$ cat src/rtl/prbs_seq_pkg.sv
// Shared types for the PRBS sequencing controller: FSM states and phase codes.
package prbs_seq_pkg;

   typedef enum logic [2:0] {
      IDLE,
      ARM,
      WAIT,
      PATT,
      PRBS,
      DONE
   } state_t;

   localparam logic [1:0] PH_IDLE = 2'b00;
   localparam logic [1:0] PH_PATT = 2'b01;
   localparam logic [1:0] PH_PRBS = 2'b10;
   localparam logic [1:0] PH_DONE = 2'b11;

endpackage

$ cat src/rtl/prbs_seq_ctrl_cnt.sv
// Loadable down-counter that saturates at zero and reports a zero flag.
module seq_down_counter #(
   parameter int W = 8
) (
   input  logic         clk,
   input  logic         arst_n,
   input  logic         load,
   input  logic [W-1:0] load_val,
   input  logic         dec,
   output logic         zero
);

   logic [W-1:0] cnt_q;

   // Load has priority; decrement stops at zero so the count never wraps.
   always_ff @(posedge clk or negedge arst_n) begin
      if (!arst_n)
         cnt_q <= '0;
      else if (load)
         cnt_q <= load_val;
      else if (dec && !zero)
         cnt_q <= cnt_q - W'(1);
   end

   assign zero = (cnt_q == '0);

endmodule

$ cat src/rtl/prbs_seq_ctrl.sv
// Sequencing controller for the pattern/PRBS-15 byte generator.
//
// state | meaning
// IDLE  | waiting for config / start, cfg_ready high
// ARM   | one-cycle gen_enable pulse, counters loaded
// WAIT  | generator latency beyond one cycle
// PATT  | capturing PATT_NUM*n pattern bytes
// PRBS  | capturing prbs_len PRBS bytes
// DONE  | completion pulse, last byte on the output
module prbs_seq_ctrl
   import prbs_seq_pkg::*;
#(
   parameter int PATT_W   = 8,
   parameter int PATT_NUM = 4,
   parameter int REP_W    = 5,
   parameter int LEN_W    = 16,
   parameter int GEN_LAT  = 1
) (
   input  logic                         clk,
   input  logic                         arst_n,
   input  logic                         cfg_valid,
   output logic                         cfg_ready,
   input  logic [PATT_W*PATT_NUM-1:0]   cfg_pattern,
   input  logic [REP_W-1:0]             cfg_n,
   input  logic [LEN_W-1:0]             cfg_prbs_len,
   input  logic                         start,
   input  logic                         abort,
   output logic                         gen_enable,
   output logic [REP_W-1:0]             gen_n,
   output logic [PATT_W*PATT_NUM-1:0]   gen_pattern,
   input  logic [PATT_W-1:0]            gen_byte,
   output logic [PATT_W-1:0]            out_byte,
   output logic                         out_valid,
   output logic                         out_sof,
   output logic                         out_eof,
   output logic [1:0]                   out_phase,
   output logic                         busy,
   output logic                         done
);

   localparam int PC_W   = REP_W + $clog2(PATT_NUM);
   localparam int WAIT_W = (GEN_LAT > 2) ? $clog2(GEN_LAT) : 1;
   localparam logic [WAIT_W-1:0] WAIT_LOAD = WAIT_W'((GEN_LAT >= 2) ? GEN_LAT - 2 : 0);

   state_t                       state_q, state_nxt;
   logic [PATT_W*PATT_NUM-1:0]   pat_q;
   logic [REP_W-1:0]             n_q;
   logic [LEN_W-1:0]             len_q;
   logic                         cfg_loaded;
   logic [WAIT_W-1:0]            wait_q;
   logic                         first_q;
   logic [1:0]                   phase_q;

   logic cfg_fire, n_zero, len_zero, start_zero_run;
   logic patt_zero, prbs_zero, wait_zero, capture, last;

   assign cfg_ready  = (state_q == IDLE);
   assign cfg_fire   = cfg_valid && cfg_ready;
   assign n_zero     = (n_q == '0);
   assign len_zero   = (len_q == '0);
   // A same-cycle config transfer decides whether the run is empty.
   assign start_zero_run = cfg_fire ? ((cfg_n == '0) && (cfg_prbs_len == '0))
                                    : (n_zero && len_zero);
   assign wait_zero  = (wait_q == '0);
   assign capture    = ((state_q == PATT) || (state_q == PRBS)) && !abort;
   assign last       = ((state_q == PATT) && patt_zero && len_zero) ||
                       ((state_q == PRBS) && prbs_zero);

   // Configuration shadows; writable only while idle.
   always_ff @(posedge clk or negedge arst_n) begin
      if (!arst_n) begin
         pat_q      <= '0;
         n_q        <= '0;
         len_q      <= '0;
         cfg_loaded <= 1'b0;
      end else if (cfg_fire) begin
         pat_q      <= cfg_pattern;
         n_q        <= cfg_n;
         len_q      <= cfg_prbs_len;
         cfg_loaded <= 1'b1;
      end
   end

   // State register.
   always_ff @(posedge clk or negedge arst_n) begin
      if (!arst_n) state_q <= IDLE;
      else         state_q <= state_nxt;
   end

   // Next-state logic; abort wins over every other transition.
   always_comb begin
      state_nxt = state_q;
      case (state_q)
         IDLE: if (start && !abort && (cfg_loaded || cfg_fire))
                  state_nxt = start_zero_run ? DONE : ARM;
         ARM:  if (abort)            state_nxt = IDLE;
               else if (GEN_LAT > 1) state_nxt = WAIT;
               else                  state_nxt = n_zero ? PRBS : PATT;
         WAIT: if (abort)            state_nxt = IDLE;
               else if (wait_zero)   state_nxt = n_zero ? PRBS : PATT;
         PATT: if (abort)            state_nxt = IDLE;
               else if (patt_zero)   state_nxt = len_zero ? DONE : PRBS;
         PRBS: if (abort)            state_nxt = IDLE;
               else if (prbs_zero)   state_nxt = DONE;
         DONE:                       state_nxt = IDLE;
         default:                    state_nxt = IDLE;
      endcase
   end

   // Generator latency timer beyond the first cycle.
   always_ff @(posedge clk or negedge arst_n) begin
      if (!arst_n)
         wait_q <= '0;
      else if (state_q == ARM)
         wait_q <= WAIT_LOAD;
      else if ((state_q == WAIT) && !wait_zero)
         wait_q <= wait_q - WAIT_W'(1);
   end

   // Counters hold (bytes remaining - 1) so the zero flag marks the last byte.
   seq_down_counter #(.W(PC_W)) u_patt_cnt (
      .clk      (clk),
      .arst_n   (arst_n),
      .load     (state_q == ARM),
      .load_val (PC_W'(n_q) * PC_W'(PATT_NUM) - PC_W'(1)),
      .dec      (state_q == PATT),
      .zero     (patt_zero)
   );

   seq_down_counter #(.W(LEN_W)) u_prbs_cnt (
      .clk      (clk),
      .arst_n   (arst_n),
      .load     (state_q == ARM),
      .load_val (len_q - LEN_W'(1)),
      .dec      (state_q == PRBS),
      .zero     (prbs_zero)
   );

   // Output stage: one register between the generator and downstream.
   always_ff @(posedge clk or negedge arst_n) begin
      if (!arst_n) begin
         out_byte  <= '0;
         out_valid <= 1'b0;
         out_sof   <= 1'b0;
         out_eof   <= 1'b0;
         phase_q   <= PH_IDLE;
         first_q   <= 1'b0;
      end else begin
         if (state_q == ARM) first_q <= 1'b1;
         if (capture) begin
            out_byte  <= gen_byte;
            out_valid <= 1'b1;
            out_sof   <= first_q;
            out_eof   <= last;
            phase_q   <= (state_q == PATT) ? PH_PATT : PH_PRBS;
            first_q   <= 1'b0;
         end else begin
            out_valid <= 1'b0;
            out_sof   <= 1'b0;
            out_eof   <= 1'b0;
            phase_q   <= PH_IDLE;
         end
      end
   end

   assign gen_enable  = (state_q == ARM);
   assign gen_n       = n_q;
   assign gen_pattern = pat_q;
   assign busy        = (state_q != IDLE);
   assign done        = (state_q == DONE);
   assign out_phase   = (state_q == DONE) ? PH_DONE : phase_q;

endmodule

$ cat config.mk
export PLATFORM = sky130hd
export DESIGN_NAME = prbs_seq_ctrl
export DESIGN_NICKNAME = d
export VERILOG_FILES = /design/src/rtl/prbs_seq_pkg.sv /design/src/rtl/prbs_seq_ctrl_cnt.sv /design/src/rtl/prbs_seq_ctrl.sv
export SDC_FILE = /design/constraint.sdc
export NUM_CORES = 1
export LEC_CHECK = 0
export ABC_CLOCK_PERIOD_IN_PS = 2350
export CORE_MARGIN = 5
export CORE_UTILIZATION = 49
export DETAILED_ROUTE_END_ITERATION = 6
export PLACE_DENSITY_LB_ADDON = 0.15
export SYNTH_ARGS = -nofsm -noshare
export SYNTH_HDL_FRONTEND = slang
export SYNTH_HIERARCHICAL = 1
export SYNTH_SLANG_ARGS = --single-unit
$ cat constraint.sdc
create_clock -name clk -period 2.35 [get_ports clk]
set_input_delay 0.3525 -clock clk [delete_from_list [all_inputs] [get_ports clk]]
set_output_delay 0.3525 -clock clk [all_outputs]
set_load 0.02 [all_outputs]
==> summary.txt, run 1 <==
Layout
  • Fin cells: 712
  • Layout cells sized above 1: 19.3%
  • Final nets: 646
  • Fill cell count: 788
  • Area of the multi-input gates: 0.00224 mm^2
  • Post-layout util: 67.3%
  • Final Instance Area: 0.00648 mm^2
  • Antenna diodes: 0
  • Synth-to-Final Area Change: 36.2%
  • Seq. cell area: 0.00238 mm^2

Placed design
  • Placed Cells: 695
  • Routability cong.: 0.905
  • DP Worst Slack: 0.0898 ns
  • Cell Area, Placed: 0.00621 mm^2
  • IO Port Bufs: 119
  • Final HPWL DP: 8.49 mm

Drt
  • ANT nets after route: 0
  • Initial drt markers: 156
  • Drt drc: 0
  • Drt total wl: 11.3 mm
  • DR pass1 iterations: 4
  • Vias/cell: 5.35
  • Routed wire per std cell: 15.9 um
  • Vias: 3806

Run
  • Max Cap Viol: 0

Power and ir drop
  • Power density over cell area: 1330 mW/mm^2
  • Power Total: 8.65 mW
  • Peak VDD IR: 0.742 mV
  • Leak pwr: 2.72 nW

STA
  • Post-Route Skew: 0.00501 ns
  • Hold_ws: 0.392 ns
  • Fmax: 443 MHz
  • Minimum clock period: 2.26 ns
  • Min setup slack post-route: 0.0921 ns
  • Final Hold Viols: 0
  • Post-route setup TNS: 0 ns
  • Final period util: 96.1%
  • Max Slew Vio Count: 0
  • Final setup viols: 0
  • RSZ-0062 raised after global routing: false
  • Slew @ Worst Pin: 0.514 ns
  • Max_slew headroom: 65.5%

Logic synthesis
  • Synth cell types: 57
  • Synthesis warning total: 6
  • Number of synthesized flops with an enable pin: 0
  • Commonest cells post-synth: dfrtp_1, mux2_2, nor2_1
  • Top_reg_cell synth: dfrtp_1
  • Synth async-reset ratio: 100%
  • Seq/Total Area, Yosys: 49.9%
  • Mapped Area: 0.00476 mm^2
  • Top cells by area, synth: dfrtp_1, mux2_2, nor2_1, nand2_1, inv_1
  • Synthesized instance count: 440
  • Syn avg cell area: 10.8 um^2
  • Leading area contributor after synthesis: dfrtp_1
  • FF+latch count, synth: 95
  • Synth top area share: 49.9%
  • Top-count cell post-synth: dfrtp_1

Status
  • Run status: finished, final reports clean

CTS
  • Clock sink total: 95
  • CTS tree: yes
  • Cts bufs inserted: 9
  • Clock Path Buffers: 2
  • Root Buffer: clkbuf_8
  • Insertion delay to the later sink of the worst-skew pair: 0.36 ns
  • Number of H-tree levels: 3
  • CTS clk-pin slew, worst paths: 0.09 ns
  • Post-CTS Setup Inserts: 0

Floorplan
  • Chip Width: 109 um
  • Die height: 109 um
  • DIE AREA: 0.0118 mm^2
  • Row cnt: 36
  • Area of the core: 0.00964 mm^2
  • I/O pin count: 120
  • Starting Density: 49.4%

Global route
  • Initial antenna violation count: 0
  • Largest net degree at the start of global routing: 60
  • Global-route wire length before repair: 18.5 mm
  • Number of global-route vias before repair: 3802
  • Remaining Overflow, GRT: 0
  • GRT Util Overall: 20.1%

Hold path
  • Hold WC Path Type: in2async

Setup path
  • Startpoint types: flop
  • Crit path kind: reg2out
  • Max FO, Critical Path: 8
  • Critical Path Sink Type: primary output
  • Worst Path Arrival: 1.91 ns
  • Critical Path RT: 2.00 ns
  • R2r setup slk: 0.19 ns
-- registers in the layout, indices dropped and copies added, names as in the netlist, 2 cells and up --
signal,count
state_q,3
u_patt_cnt/cnt_q,7
phase_q,2
u_prbs_cnt/cnt_q,16
gen_pattern,32
out_byte,8
len_q,16
gen_n,5
-- layout by cell type, fill, tap and decap left out, types with 3 or more instances in the layout --
cell and n:
xnor2_1 8, nand3_1 5, a21oi_1 10, dfrtp_1 94, nor2_1 34, dlymetal6s2s_1 3, or2_2 3, nand2_1 34
inv_1 22, nor2b_1 9, o41ai_1 3, nor4_1 9, buf_4 16, or4_1 5, mux2_2 58, or3_1 4
clkbuf_8 12, a31oi_1 9, o31a_1 3, nand2b_1 7, buf_12 3, clkdlybuf4s50_1 113, o31ai_1 5, ha_1 6
nand4_1 6, nor3_1 14, o21ai_0 16, xor2_1 9
-- worst paths after layout --
kind                                     start              endpoint  cells after the start
hold / removal                          arst_n  u_prbs_cnt/cnt_q[11]                      2
min in group clk                       first_q               first_q                      1
max in group asynchronous               arst_n            state_q[2]                      3
hold reg to reg                        first_q               first_q                      1
setup reg to reg           u_patt_cnt/cnt_q[1]            state_q[0]                      8
setup / recovery                    state_q[1]                  busy                      3
-- what timing repair did --
item	in CTS	in global routing
resized for setup	3	7
endpoints found under the setup margin	4	6
endpoints found under the hold margin	14	0
pin swaps	0	0
hold buffers	1	0
-- worst max-delay path: stages, from the launching register on --
cell             delay [ns]
dfrtp_1                0.39
buf_4                  0.17
or3_1                  0.41
clkdlybuf4s50_1        0.57
-- where the power goes --
| group | total [mW] | switching [mW] | leakage [nW] | internal [mW] |
|---|---|---|---|---|
| Sequential | 3.11 | 0.684 | 1.13 | 2.42 |
| Clock | 1.26 | 0.571 | 0.119 | 0.689 |
| Combinational | 4.28 | 2.12 | 1.47 | 2.16 |
| Total | 8.65 | 3.37 | 2.72 | 5.27 |
-- layout make-up --
type | instances | area share [%]
clock buffer | 12 | 2.55
multi-input combinational | 308 | 34.5
inverter | 22 | 1.27
tap | 133 | 2.57
sequential | 95 | 36.7
timing repair buffer | 138 | 21.2
clock inverter | 4 | 1.18
-- kinds of logic (layout without fill, tap and decap cells) --
group	count (synthesis)	in the layout	share of synthesized area, %
DFF	95	95	49.9
AOI/OAI and AO/OA	70	70	9.91
buffers and inverters	38	176	3.70
adders and majority gates	6	6	1.58
xor gates and xnor gates	17	17	3.13
muxes	60	60	14.1
and+or+nand+nor	153	153	17.6
other	1	2	0.0787
-- routing by layer --
metal / vias up / share of wire [%] / track usage (%) / wire length (um)
li1: 1836 / - / - / -
met1: 1835 / 43 / 26.3 / 4920
met2: 122 / 46 / 30.1 / 5250
met3: 13 / 8.3 / 7.46 / 945
met4: 0 / 1.9 / 7.84 / 215
met5: - / 0 / 0 / 0
No activity file was read; power rests on OpenSTA's default activity.
==> inputs of run 2 (changes only) <==
--- a/config.mk
+++ b/config.mk
@@ -6,10 +6,11 @@
 export NUM_CORES = 1
 export LEC_CHECK = 0
 export ABC_CLOCK_PERIOD_IN_PS = 2350
-export CORE_MARGIN = 5
+export CAP_MARGIN = 20
+export CORE_MARGIN = 3
 export CORE_UTILIZATION = 49
 export DETAILED_ROUTE_END_ITERATION = 6
-export PLACE_DENSITY_LB_ADDON = 0.15
+export PLACE_DENSITY = 0.81
 export SYNTH_ARGS = -nofsm -noshare
 export SYNTH_HDL_FRONTEND = slang
 export SYNTH_HIERARCHICAL = 1
==> run 2 against run 1 <==
  * The flow now finishes with violations (negative hold slack)
  * First-iteration DRC count rose by 53%
  * Worst hold slack got worse by 0.39 ns
  * Fmax fell by 0.25%
  * Sequential power about the same
  * Clock skew grew 0.0057 ns
  * Register-to-register slack got worse by 0.08 ns
  * Critical endpoint is now gen_enable
  * Largest power group unchanged
  * Highest routed layer unchanged
==> summary.txt, run 2 (synthesis results as in run 1) <==
Drt
  • DR pass1 iterations: 5 (+1)
  • Vias: 3967 (+4.2%)
  • Vias/cell: 5.60 (+4.8%)
  • Drt drc: 0 (unchanged)
  • ANT nets after route: 0 (unchanged)
  • Routed wire per std cell: 16.6 um (+4.6%)
  • Drt total wl: 11.8 mm (+4.0%)
  • Initial drt markers: 239 (+53%)

CTS
  • Cts bufs inserted: 9 (unchanged)
  • Clock sink total: 95 (unchanged)
  • CTS tree: yes
  • CTS clk-pin slew, worst paths: 0.10 ns (about the same)
  • Root Buffer: clkbuf_8
  • Cts hold-fix bufs: 0 (-1)
  • Insertion delay to the later sink of the worst-skew pair: 0.36 ns (about the same)
  • Number of H-tree levels: 3 (unchanged)
  • Clock Path Buffers: 2 (unchanged)

Placed design
  • Routability cong.: 0.891 (-1.6%)
  • Final HPWL DP: 8.86 mm (+4.3%)
  • IO Port Bufs: 119 (unchanged)

STA
  • Slew @ Worst Pin: 0.629 ns (+0.115 ns)
  • Max_slew headroom: 58.1% (-7.4 points)
  • Post-Route Skew: 0.0107 ns (+0.00566 ns)
  • Final Hold Viols: 1 (+1)
  • Max Slew Vio Count: 0 (unchanged)
  • Final period util: 96.3% (+0.24 points)
  • Post-route setup TNS: 0 ns (unchanged)
  • Hold_ws: -0.00233 ns (-0.394 ns)
  • Fmax: 442 MHz (-0.25%)
  • Minimum clock period: 2.26 ns (+0.00572 ns)
  • RSZ-0062 raised after global routing: false
  • Final setup viols: 0 (unchanged)

Global route
  • Global-route wire length before repair: 19.9 mm (+7.6%)
  • Remaining Overflow, GRT: 0 (unchanged)
  • GRT Util Overall: 22.3% (+2.2 points)
  • Largest net degree at the start of global routing: 46 (-23%)
  • Number of global-route vias before repair: 4082 (+7.4%)
  • Initial antenna violation count: 0 (unchanged)

Setup path
  • FF-to-FF path depth: 8 (unchanged)
  • Critical Path Sink Type: primary output
  • Startpoint types: flop
  • Worst Path Arrival: 1.91 ns (about the same)
  • Reg-to-Reg End: state_q[0]
  • Crit path kind: reg2out
  • R2R Path Start: u_patt_cnt/cnt_q[1]
  • Critical Path RT: 2.00 ns (about the same)
  • Max FO, Critical Path: 10 (+2)
  • R2r setup slk: 0.11 ns (-0.08 ns)

Floorplan
  • Row cnt: 35 (-2.8%)
  • Starting Density: 51.1% (+1.7 points)
  • DIE AREA: 0.0109 mm^2 (-7.2%)
  • Die height: 105 um (-3.7%)
  • Chip Width: 105 um (-3.7%)
  • I/O pin count: 120 (unchanged)
  • Area of the core: 0.00933 mm^2 (-3.2%)

Status
  • Run status: finished, violations left
  • Failing checks: negative hold slack

Power and ir drop
  • Leak pwr: 2.70 nW (-0.69%)
  • Peak VDD IR: 0.800 mV (+7.8%)
  • Power density over cell area: 1330 mW/mm^2 (-0.38%)

Layout
  • Most frequent cells in the layout: clkdlybuf4s50_1, dfrtp_1, mux2_2
  • Synth-to-Final Area Change: 35.1%
  • Most common cell after layout, fill and taps aside: clkdlybuf4s50_1
  • Layout cells sized above 1: 19.3% (unchanged)
  • Max FFs per register: 32 (unchanged)
  • Antenna diodes: 0 (unchanged)
  • Final nets: 646 (unchanged)

Hold path
  • Hold WC Path Type: in2async

Run
  • Max Cap Viol: 0 (unchanged)
==> run 2: cell count changes in the layout (fill, tap and decap cells not counted), sizes merged <==
cell,change
buf,+1
clkdlybuf4s50,+1
bufinv,-1
dlygate4sd3,-1
dlygate4sd2,-1
inv,+3
clkbuf,-3
clkinv,+1
==> run 2: worst max-delay path by stage <==
stage                   startpoint                    to  slack (ns)  cells after the start
6_report                state_q[2]            gen_enable        0.09                      4
5_1_grt        u_patt_cnt/cnt_q[1]            state_q[0]        0.01                      8
4_1_cts                 state_q[1]          out_phase[1]        0.05                      4
3_5_place_dp            state_q[1]  u_prbs_cnt/cnt_q[15]        0.12                      6
3_3_place_gp            state_q[1]  u_prbs_cnt/cnt_q[15]        0.28                      6
2_1_floorplan           state_q[2]  u_prbs_cnt/cnt_q[12]        0.22                      7
==> run 2: worst max-delay path, stage by stage (launching register included) <==
cell,delay [ns]
dfrtp_1,0.39
buf_4,0.17
nand2b_1,0.17
nor2_2,0.18
clkdlybuf4s50_1,0.64
==> run 2: power by group <==
part	leakage (nW)	switching, mW	internal, mW
Sequential	1.13	0.698	2.42
Clock	0.101	0.622	0.504
Combinational	1.47	2.13	2.17
==> run 2: per-layer routing <==
layer	global-route usage (%)	share of wire (%)
met2	39.5	52
met1	25.6	39
met4	6.28	1.7
met5	0	0
met3	7.66	8.2
==> run 2: stage by stage <==
step	setup slack (ns)	util, %	area (um^2)	std cells	power (mW)
after floorplan	0.216	-	4770	441	5.64
after global placement	0.280	66.6	6210	692	7.27
after detailed placement	0.116	66.6	6210	692	7.43
after CTS	0.0519	68.8	6410	708	8.56
after global routing	0.0134	69.0	6430	708	9.12
final	0.0864	69.0	6430	708	8.55
==> run 2: cell type report <==
class,count,area (um^2)
fill,686,2890
sequential,95,2380
multi-input combinational,308,2240
timing repair buffer,138,1380
tap,129,161
clock buffer,9,124
inverter,22,82.6
clock inverter,7,77.6
==> run 2: what timing repair did <==
| action | 4_1_cts | 5_1_grt |
|---|---|---|
| cloned | 0 | 0 |
| resized for setup | 1 | 5 |
| setup buffers | 0 | 0 |
| setup endpoints to repair | 1 | 8 |
==> patch 1: new RTL, settings of run 1 <==
The 6 states of `state_t` get a Gray code encoding in 3 bits.
--- a/src/rtl/prbs_seq_pkg.sv
+++ b/src/rtl/prbs_seq_pkg.sv
@@ -4,8 +4,8 @@
    typedef enum logic [2:0] {
-      IDLE,
-      ARM,
-      WAIT,
-      PATT,
-      PRBS,
-      DONE
+      IDLE = 3'b000,
+      ARM  = 3'b001,
+      WAIT = 3'b011,
+      PATT = 3'b010,
+      PRBS = 3'b110,
+      DONE = 3'b111
    } state_t;
Check against the original RTL: same outputs for any inputs over 10 cycles, from zero or initial values and one cycle with arst_n low; not proved beyond that.
==> patch 1 against run 1 <==
  * Setup slack got worse by 0.0025 ns
  * Count of clock-buffer cells in the layout down 1
  * Synthesized area shrank 0.55%
  * Sequential cell count unchanged
  * Synthesized cell count grew 1.1%
  * Cell area fell by 1.5%
  * Routed wire length rose by 0.35%
  * Sequential share of layout area rose by 0.55 points
Power is not compared: it rests on default switching activity, and its combinational part moved more than twofold at a synthesized area within 25%.
==> patch 1: results (changes against run 1) <==
INFO  metric outcome = complete, no violations
INFO  metric crit_path_max_fanout = 7 (-1)
INFO  metric routedWlPerCell = 16.0 um (+0.78%)
INFO  metric synthXorXnorAreaFrac = 0.0296 (-0.00168)
INFO  metric clock-skew-final = 0.00973 ns (+0.00472 ns)
INFO  metric synthMuxAreaShare = 0.123 (-0.0182)
INFO  metric num_vias = 3852 (+1.2%)
INFO  metric cts.reportedPaths.clkPinSlew = 0.09 ns (about the same)
INFO  metric slew_headroom = 0.620 (-0.0346)
INFO  metric num-nets-final = 647 (+0.15%)
INFO  metric detail_route.iter0.violations = 252 (+62%)
INFO  metric synth_area_leaders = dfrtp_1 50%, mux2_2 12%, nand2_1 4.0%, nor2_1 2.4%, xor2_1 2.0%
INFO  metric regToRegSetupSlack = 0.23 ns (+0.04 ns)
INFO  metric synth-compound-area-share = 0.0901 (-0.00896)
INFO  metric grt_pass1_wl = 19200 um (+4.0%)
INFO  metric synth-adder-area-share = 0.0159 (+0.0000875)
INFO  metric worstReg2RegEnd = state_q[2]
INFO  metric synth_top_cells_by_count = 95 x dfrtp_1, 51 x nand2_1, 50 x mux2_2, 30 x nor2_1, 21 x inv_1
INFO  metric drive_gt1_frac = 0.171 (-0.0227)
INFO  metric grt_use_total = 0.207 (+0.00674)
INFO  metric synth_seq_area_share = 0.502 (+0.00277)
INFO  metric hold_ws = 0.445 ns (+0.0534 ns)
INFO  metric critical_path_class = reg2out
INFO  metric crit_start = state_q[2]
INFO  metric final.fill_count = 743 (-5.7%)
INFO  metric worstRegToRegCells = 9 (+1)
INFO  metric grt_pass1_vias = 4009 (+5.4%)
INFO  metric routability_congestion_estimate_from_global_placement = 0.891 (-1.5%)
INFO  metric post-dp-hpwl = 8550 um (+0.69%)
## patch 1: worst max-delay path, stage by stage, from the launching register on
cell and delay, ns:
dfrtp_1 0.40, buf_4 0.17, or3_1 0.41, clkdlybuf4s50_1 0.57
## patch 1: metrics by stage
step | cell area [um^2] | cells | worst slack, ns
floorplan | 4740 | 446 | 0.184
global placement | 6160 | 692 | 0.293
detailed placement | 6160 | 692 | 0.220
CTS | 6380 | 709 | 0.0731
global route | 6380 | 709 | 0.0221
finish | 6380 | 709 | 0.0896
## patch 1: repair_timing
action                                 CTS  global route
setup endpoints to repair                1             2
hold buffers                             1             0
endpoints found under the hold margin   25             0
gates cloned                             0             0
gates resized for setup                  1             1
## patch 1: final cells by class
| cell class | instances | area [um^2] | area share |
|---|---|---|---|
| repair buffers | 134 | 1330 | 0.208 |
| clock inverters | 5 | 81.3 | 0.0127 |
| multi-input cells | 314 | 2230 | 0.349 |
| flip-flops and latches | 95 | 2380 | 0.372 |
| well taps | 129 | 161 | 0.0253 |
| inverters | 21 | 78.8 | 0.0123 |
| clock buffers | 11 | 131 | 0.0206 |
## patch 1: layer usage
metal / track usage / wire (um) / up-vias
met5: 0 / 0 / -
met4: 0.0839 / 250 / 0
li1: - / - / 1860
met2: 0.325 / 5290 / 146
met1: 0.260 / 4770 / 1826
met3: 0.0770 / 1060 / 20
## patch 1: power breakdown
| part | internal (mW) | switching, mW | total [mW] | leakage [nW] |
|---|---|---|---|---|
| logic | 0.809 | 0.752 | 1.56 | 1.39 |
| registers | 1.97 | 0.346 | 2.32 | 1.13 |
| clock network | 0.603 | 0.566 | 1.17 | 0.104 |
==> patch 2: new RTL, settings of run 1 <==
Without the edit above. The parameter `PATT_W` goes from 8 to 6.
--- a/src/rtl/prbs_seq_ctrl.sv
+++ b/src/rtl/prbs_seq_ctrl.sv
@@ -12,3 +12,3 @@
 #(
-   parameter int PATT_W   = 8,
+   parameter int PATT_W   = 6,
    parameter int PATT_NUM = 4,
Ports: changed (resized cfg_pattern, gen_byte, gen_pattern and out_byte); port bits go from 120 to 100. No check against the original RTL was run, so the function may have changed too.
==> patch 2 against run 1 <==
  * Cell area decreased by 10%
  * Combinational power shrank 15%
  * Utilization fell by 0.96 points
  * Synthesized cell count is 5.0% lower
  * Sequential share of layout area fell by 0.078 points
  * Setup slack better by 0.031 ns
  * Clock power down 21%
  * Routed wire length down 6.8%
  * Synthesized area shrank 7.4%
  * Global-route usage decreased by 0.21 points
  * Total power is 14% lower
  * Sequential cell count down 10
==> patch 2: results (changes against run 1) <==
INFO  metric post-dp-hpwl = 8130 um (-4.2%)
INFO  metric slew_headroom = 0.618 (-0.0363)
INFO  metric grt_use_total = 0.198 (-0.00215)
INFO  metric routability_congestion_estimate_from_global_placement = 0.901 (-0.48%)
INFO  metric final.fill_count = 702 (-11%)
INFO  metric synth_seq_area_share = 0.482 (-0.0171)
INFO  metric num-nets-final = 593 (-8.2%)
INFO  metric placed_area = 0.00558 mm^2 (-10%)
INFO  metric post_synth.cell_area_avg = 10.6 um^2 (-2.5%)
INFO  metric hold_ws = 0.488 ns (+0.0967 ns)
INFO  metric hold_path_startpoint = cfg_loaded
INFO  metric cts_root_buffer = clkbuf_8
INFO  metric grt_pass1_vias = 3661 (-3.7%)
INFO  metric ir_drop = 0.654 mV (-12%)
INFO  metric clock_latency = 0.35 ns
INFO  metric worstRegToRegCells = 9 (+1)
INFO  metric post_layout_nonfiller_instances = 644 (-9.6%)
INFO  metric power.leakage = 2.41 nW (-11%)
INFO  metric synth_top_cells_by_count = 85 x dfrtp_1, 47 x mux2_1, 36 x nand2_1, 32 x nor2_1, 20 x inv_1
INFO  metric yosys_most_used_dff = dfrtp_1
INFO  metric worst-endpoint-arrival = 1.87 ns (-0.04 ns)
INFO  metric critical-path-slowest-cell = clkdlybuf4s50_1
INFO  metric clock-skew-final = 0.00763 ns (+0.00262 ns)
INFO  metric cts-resized-gates = 1 (-2)
INFO  metric synth.lib_cells_used.distinct = 66 (+16%)
INFO  metric grt_start_max_net_pins = 42 (-30%)
INFO  metric num_vias = 3614 (-5.0%)
INFO  metric port_buffers = 99 (-17%)
INFO  metric synth_area_leaders = dfrtp_1 48%, mux2_1 12%, nand2_1 3.1%, nor2_1 2.7%, xor2_1 2.4%
INFO  metric largest_register_ffs = 24 (-25%)
INFO  metric drive_gt1_frac = 0.108 (-0.0852)
INFO  metric drt_wl_total = 10600 um (-6.8%)
INFO  metric post_cts_hold_buffer_count = 1 (unchanged)
INFO  metric detail_route.iter0.violations = 146 (-6.4%)
INFO  metric grt_pass1_wl = 17900 um (-3.3%)
INFO  metric min_path_type = reg2reg
INFO  metric critical-path-max-stage-delay = 0.60 ns (+0.03 ns)
INFO  metric outcome = complete, no violations
INFO  metric placed_cells = 627 (-9.8%)
## patch 2: changes by cell type after synthesis, moves of 3 or more
cell / delta
xor2_1: +3
inv_2: +3
nor4_1: +6
mux2_1: +47
o21ai_1: +5
buf_2: -7
buf_6: +3
mux2_2: -57
nor2_1: -4
xnor2_1: -4
dfrtp_1: -10
nand2b_1: -3
## patch 2: per-layer routing
layer,wire length [um],vias to the layer above,global-route usage
li1,-,1741,-
met4,123,0,0.0584
met2,4970,121,0.313
met5,0,-,0
met1,4520,1740,0.259
met3,943,12,0.0697
## patch 2: logic make-up (layout without fill, tap and decap cells)
family | count (synthesis) | in the layout | share of synthesized area
other | 1 | 2 | 0.000850
flip-flops | 85 | 85 | 0.482
XOR/XNOR | 16 | 16 | 0.0318
AO/OA/AOI/OAI | 72 | 72 | 0.111
adder cells (fa/ha/maj) | 6 | 6 | 0.0170
AND/OR/NAND/NOR | 150 | 150 | 0.187
buffers and inverters | 38 | 155 | 0.0431
multiplexers | 50 | 50 | 0.127
## patch 2: per-stage QoR
step            util  power (mW)  worst slack [ns]
2_1_floorplan      -        5.00             0.123
3_3_place_gp   0.637        6.35             0.138
3_5_place_dp   0.637        6.46            0.0688
4_1_cts        0.660        7.49            0.0304
5_1_grt        0.663        8.03           0.00685
6_report       0.663        7.45             0.123
## patch 2: power by group
| group | switching (mW) | internal (mW) | total, mW |
|---|---|---|---|
| combinational | 1.86 | 1.76 | 3.62 |
| clock | 0.563 | 0.432 | 0.995 |
| sequential | 0.675 | 2.16 | 2.83 |
## patch 2: final cells by class
| cell class | instances | area [um^2] | share of cell area |
|---|---|---|---|
| flip-flops and latches | 85 | 2130 | 0.366 |
| multi-input cells | 296 | 2130 | 0.366 |
| repair buffers | 116 | 1140 | 0.197 |
| clock buffers | 10 | 138 | 0.0237 |
| well taps | 108 | 135 | 0.0233 |
| inverters | 23 | 86.3 | 0.0149 |
| clock inverters | 6 | 53.8 | 0.00926 |
## patch 2: worst reg2reg max path: cells and delay by family (launching register included)
family                   cells  cell delay [ns]
AO/OA/AOI/OAI                4             0.55
adder cells (fa/ha/maj)      1             0.25
buffers and inverters        1             0.12
flip-flops                   1             0.43
AND/OR/NAND/NOR              3             0.74
## patch 2: worst max-delay path by stage
stage                   startpoint              endpoint  slack [ns]  cells past startpoint
2_1_floorplan           state_q[0]  u_prbs_cnt/cnt_q[12]        0.12                      7
3_3_place_gp   u_patt_cnt/cnt_q[0]            state_q[0]        0.14                      9
3_5_place_dp   u_patt_cnt/cnt_q[0]            state_q[0]        0.07                      9
4_1_cts        u_patt_cnt/cnt_q[1]            state_q[0]        0.03                      9
5_1_grt                 state_q[2]          out_phase[1]       0.007                      4
6_report                state_q[2]          out_phase[0]        0.12                      4
